File: config.mk
export PLATFORM = sky130hd
export DESIGN_NAME = seq_pattern_tx
export DESIGN_NICKNAME = d
export VERILOG_FILES = /design/src/rtl/seq_pkg.sv /design/src/rtl/seq_pattern_tx.sv
export SDC_FILE = /design/constraint.sdc
export NUM_CORES = 1
export LEC_CHECK = 0
export BUFFER_PORTS_ARGS = -buffer_cell sky130_fd_sc_hd__buf_2
export CAP_MARGIN = 10
export CELL_PAD_IN_SITES_DETAIL_PLACEMENT = 1
export CELL_PAD_IN_SITES_GLOBAL_PLACEMENT = 1
export CORE_MARGIN = 3
export CORE_UTILIZATION = 45
export DETAILED_ROUTE_END_ITERATION = 16
export PLACE_DENSITY_LB_ADDON = 0.1
export RECOVER_POWER = 25
export SLEW_MARGIN = 40
export SYNTH_ARGS = -nofsm -noshare
export SYNTH_HDL_FRONTEND = slang
export SYNTH_SLANG_ARGS = --single-unit
export TNS_END_PERCENT = 50
File: constraint.sdc
create_clock -name clk -period 3.2 [get_ports clk]
set_input_delay 0 -clock clk [delete_from_list [all_inputs] [get_ports clk]]
set_output_delay 0 -clock clk [all_outputs]
set_load 0.02 [all_outputs]
File: src/rtl/seq_pkg.sv
// ============================================================================
// seq_pkg : shared state encoding and constants for the serial pattern blocks
// Revision: 1.0
// ============================================================================
`default_nettype none

package seq_pkg;

  typedef enum logic [1:0] {
    S_IDLE  = 2'b00,
    S_SHIFT = 2'b01,
    S_GAP   = 2'b10,
    S_DONE  = 2'b11
  } seq_state_e;

  localparam logic       IDLE_BIT_DEFAULT = 1'b0;
  localparam logic [3:0] PAT_1011         = 4'b1011;

endpackage : seq_pkg

`default_nettype wire

File: src/rtl/seq_pattern_tx.sv
// ============================================================================
// seq_pattern_tx : repeats a latched WIDTH-bit pattern MSB-first on a serial line
// Revision: 1.0
// ============================================================================
`default_nettype none

module seq_pattern_tx
  import seq_pkg::*;
#(
  parameter int unsigned WIDTH    = 4,
  parameter int unsigned CNT_W    = 4,
  parameter logic        IDLE_BIT = IDLE_BIT_DEFAULT
) (
  input  logic             clk,
  input  logic             rst,
  input  logic             start,
  input  logic [WIDTH-1:0] pattern,
  input  logic [CNT_W-1:0] reps,
  input  logic [CNT_W-1:0] gap,
  output logic             x,
  output logic             bit_valid,
  output logic             frame_start,
  output logic             busy,
  output logic             done
);

  localparam int unsigned    IDX_W   = (WIDTH > 1) ? $clog2(WIDTH) : 1;
  localparam logic [IDX_W-1:0] IDX_MSB = IDX_W'(WIDTH - 1);

  seq_state_e       state_q, state_d;
  logic [WIDTH-1:0] pat_q, pat_d;
  logic [CNT_W-1:0] rem_q, rem_d;
  logic [CNT_W-1:0] gap_len_q, gap_len_d;
  logic [CNT_W-1:0] gcnt_q, gcnt_d;
  logic [IDX_W-1:0] idx_q, idx_d;
  logic             x_q, x_d;
  logic             bv_q, bv_d;
  logic             fs_q, fs_d;
  logic             busy_q, busy_d;
  logic             done_q, done_d;

  // Outputs are decided one cycle ahead so every flag leaves a flop.
  always_comb begin
    state_d   = state_q;
    pat_d     = pat_q;
    rem_d     = rem_q;
    gap_len_d = gap_len_q;
    gcnt_d    = gcnt_q;
    idx_d     = idx_q;
    x_d       = IDLE_BIT;
    bv_d      = 1'b0;
    fs_d      = 1'b0;
    busy_d    = 1'b0;
    done_d    = 1'b0;

    unique case (state_q)
      S_IDLE: begin
        if (start) begin
          if (reps != '0) begin
            pat_d     = pattern;
            rem_d     = reps;
            gap_len_d = gap;
            idx_d     = IDX_MSB;
            state_d   = S_SHIFT;
            x_d       = pattern[WIDTH-1];
            bv_d      = 1'b1;
            fs_d      = 1'b1;
            busy_d    = 1'b1;
          end else begin
            state_d = S_DONE;
            done_d  = 1'b1;
          end
        end
      end

      S_SHIFT: begin
        if (idx_q != '0) begin
          idx_d  = idx_q - IDX_W'(1);
          x_d    = pat_q[idx_d];
          bv_d   = 1'b1;
          busy_d = 1'b1;
        end else begin
          rem_d = rem_q - CNT_W'(1);
          if (rem_q == CNT_W'(1)) begin
            state_d = S_DONE;
            done_d  = 1'b1;
          end else if (gap_len_q == '0) begin
            idx_d  = IDX_MSB;
            x_d    = pat_q[WIDTH-1];
            bv_d   = 1'b1;
            fs_d   = 1'b1;
            busy_d = 1'b1;
          end else begin
            state_d = S_GAP;
            gcnt_d  = gap_len_q;
            busy_d  = 1'b1;
          end
        end
      end

      S_GAP: begin
        busy_d = 1'b1;
        // gcnt_q counts the gap cycles still to be shown, including this one.
        if (gcnt_q == CNT_W'(1)) begin
          gcnt_d  = '0;
          state_d = S_SHIFT;
          idx_d   = IDX_MSB;
          x_d     = pat_q[WIDTH-1];
          bv_d    = 1'b1;
          fs_d    = 1'b1;
        end else begin
          gcnt_d = gcnt_q - CNT_W'(1);
        end
      end

      S_DONE: begin
        state_d = S_IDLE;
      end

      default: begin
        state_d = S_IDLE;
      end
    endcase
  end

  always_ff @(posedge clk) begin
    if (rst) begin
      state_q   <= S_IDLE;
      pat_q     <= '0;
      rem_q     <= '0;
      gap_len_q <= '0;
      gcnt_q    <= '0;
      idx_q     <= '0;
      x_q       <= IDLE_BIT;
      bv_q      <= 1'b0;
      fs_q      <= 1'b0;
      busy_q    <= 1'b0;
      done_q    <= 1'b0;
    end else begin
      state_q   <= state_d;
      pat_q     <= pat_d;
      rem_q     <= rem_d;
      gap_len_q <= gap_len_d;
      gcnt_q    <= gcnt_d;
      idx_q     <= idx_d;
      x_q       <= x_d;
      bv_q      <= bv_d;
      fs_q      <= fs_d;
      busy_q    <= busy_d;
      done_q    <= done_d;
    end
  end

  assign x           = x_q;
  assign bit_valid   = bv_q;
  assign frame_start = fs_q;
  assign busy        = busy_q;
  assign done        = done_q;

endmodule : seq_pattern_tx

`default_nettype wire

==> results.py <==
metrics = {
    "outcome": {
        "outcome": "complete, no violations",
    },
    "placement": {
        "gp_congestion": 0.8890,
        "post_dp_cell_area_um2": 1464,
        "dp_hpwl_um": 2523,
        "io_buffers": 19,
        "post-place-ws_ns": 1.258,
    },
    "sta": {
        "relSlewSlack_pct": 52.42,
        "rsz0062_at_grt": "false",
        "slew_viol_final": 0,
        "period_share_pct": 61.78,
        "finalSetupViolCount": 0,
        "hold_violations": 0,
        "max_freq_mhz": 505.8,
        "tightestPinTransition_ns": 0.7078,
        "fin_crit_ns": 1.977,
        "holdWs_ns": 0.001667,
        "final.setup_skew_ns": 0.01362,
        "fin_ws_ns": 1.223,
        "fin_tns_setup_ns": 0,
    },
    "yosys": {
        "yosysSeqAreaShare_pct": 37.17,
        "ys_ff_latch": 25,
        "yosysWarningCount": 0,
        "synth_fp_nets": 171,
        "async_flop_share_pct": 0,
        "synth_area_per_cell_um2": 8.916,
        "synth.largest_area_cell": "dfxtp_1",
        "synth_enable_flop_cells": 0,
        "syn_area_um2": 1346,
        "synth_cell_types": 41,
        "ys_top_cells_by_area": "dfxtp_1 37%, mux2i_1 6.7%, nor2_1 5.6%",
        "synthCells": 151,
        "synthDominantCellAreaShare_pct": 37.17,
        "synth_ff_type": "dfxtp_1",
    },
    "clocking": {
        "clock-root-buffer": "clkbuf_4",
        "clkTransAtPathRegs_ns": 0.15,
        "cts_sinks": 25,
        "cts_buffers": 3,
        "htree_levels": 1,
        "cts_buffer_depth": 2,
        "clk_latency_ns": 0.32,
        "cts_tree": "done",
    },
    "global_routing": {
        "grt_max_degree": 23,
        "grt_first_pass_wirelength_um": 5892,
        "gr-total-overflow": 0,
        "grt_antenna_before_repair": 0,
        "grt_pass1_vias": 1270,
        "track_usage_pct": 21.49,
    },
    "finish": {
        "multi_input_area_um2": 795.8,
        "nets": 197,
        "regArea_um2": 500.5,
        "drive_gt1_share_pct": 16.48,
        "diodes": 0,
        "fillers": 342,
        "design_area_um2": 1575,
        "area.growth.synth_to_final_pct": 17.01,
    },
    "setup_path": {
        "crit_required_ns": 3.40,
        "setup.worst_path.class": "reg -> reg",
        "crit_path_start_kind": "register",
        "crit_fanout": 16,
        "endpoint_kind": "register",
        "arrival_ns": 2.18,
    },
    "route": {
        "drt_pass1_iterations": 6,
        "antenna_left": 0,
        "totalWireLength_um": 3474,
        "post_drt_via_cell_ratio": 6.010,
        "drt_iter0_drc": 40,
        "vias": 1244,
        "routedWlPerCell_um": 16.78,
        "drc": 0,
    },
    "floorplan": {
        "die_h_um": 60.70,
        "rows": 19,
        "die_width_um": 60.70,
        "io_pins": 20,
        "die-area_um2": 3684,
        "start_util_pct": 47.99,
        "core_um2": 2805,
    },
    "pwr": {
        "p_leak_nw": 0.5935,
        "pwr-share-clk_pct": 15.8,
        "seqPwrFrac_pct": 45.6,
        "p_comb_share_pct": 38.6,
        "powerDensity_nw_per_um2": 580.7,
        "p_int_uw": 563.7,
        "switchingPower_uw": 351.0,
        "vdd_drop_max_mv": 0.2870,
        "swShare_pct": 38.37,
    },
    "run": {
        "maxCapViolations": 0,
    },
    "worst_hold_path": {
        "hold_class": "in -> reg",
    },
}
## worst paths after layout
kind / startpoint / depth (start not counted) / to / slack, ns
worst max-delay path: state_q[1] / 4 / gcnt_q[0] / 1.22
worst min-delay path: reps[2] / 3 / rem_q[2] / 0.002
worst max register to register: state_q[1] / 4 / gcnt_q[0] / 1.22
worst min register to register: gcnt_q[1] / 2 / gcnt_q[1] / 0.49
## layer usage
metal	part of all wire (%)	global-route usage (%)
met1	45	26.07
met2	51	39.24
met4	1.1	7.430
met5	0	0
met3	3.4	2.128
## synthesized netlist by cell type, types with 4 or more instances
library cell	number
dfxtp_1	25
nor2_1	20
a21oi_1	10
inv_1	9
mux2i_1	9
nand2_1	8
nand2b_1	6
o21ai_0	6
clkbuf_1	5
ha_1	5
nor3_1	5
nor2b_1	4
## kinds of logic after synthesis
logic type                 after synthesis  share of synthesized area (%)
and+or+nand+nor                         57                          23.14
adders and majority gates                5                          4.647
muxes                                   11                          9.201
AOI/OAI and AO/OA                       37                          21.28
DFF                                     25                          37.17
buffers and inverters                   16                          4.553
## flip-flops by register name, summed over array words and instances (netlist names)
register,count
bit_valid,1
busy,1
done,1
frame_start,1
gap_len_q,4
gcnt_q,4
idx_q,2
pat_q,4
rem_q,4
state_q,2
x,1
## critical path: stages, from the launching register on
cell,delay [ns]
dfxtp_1,0.70
nor2b_1,0.55
a41oi_2,0.18
a221oi_1,0.35
a211oi_2,0.08
## final cells by class
type | instances | share of cell area (%)
Sequential cell | 25 | 31.77
Multi-Input combinational cell | 110 | 50.52
Timing Repair Buffer | 28 | 11.36
Clock buffer | 3 | 1.430
Inverter | 9 | 2.145
Tap cell | 31 | 2.462
Clock inverter | 1 | 0.3177
## power by group through the flow
stage / Combinational [mW] / Clock [mW] / Sequential (mW)
after floorplan: 0.267 / 0 / 0.408
after global placement: 0.332 / 0 / 0.417
after detailed placement: 0.344 / 0 / 0.424
after CTS: 0.355 / 0.150 / 0.416
after global routing: 0.397 / 0.163 / 0.427
final: 0.354 / 0.144 / 0.417
## placed cells by master (no fill, tap or decap), types with 2 or more instances in the layout
cell	n
a211oi_2	2
a21oi_1	10
a221oi_1	2
a311oi_1	2
buf_2	14
clkbuf_1	5
clkbuf_4	3
dfxtp_1	25
dlygate4sd3_1	9
ha_1	5
inv_1	9
mux2i_1	9
nand2_1	8
nand2b_1	6
nand3b_1	2
nor2_1	20
nor2b_1	4
nor3_1	4
nor3b_1	2
nor4_1	2
o21ai_0	6
o22ai_1	2
o311ai_0	2
o41ai_1	2
or3b_2	2
## timing repair
item	CTS	global route
buffers inserted	0	0
resized for setup	0	0
hold buffers	9	0
hold endpoints to repair	10	0
## through the flow
| step | util (%) | total power, mW | cells |
|---|---|---|---|
| 2_1_floorplan | - | 0.6757 | 151 |
| 3_3_place_gp | 51.96 | 0.7489 | 194 |
| 3_5_place_dp | 52.19 | 0.7676 | 194 |
| 4_1_cts | 56.38 | 0.9217 | 207 |
| 5_1_grt | 56.16 | 0.9871 | 207 |
| 6_report | 56.16 | 0.9147 | 207 |
Note: power is estimated with default switching activity, not from simulation.
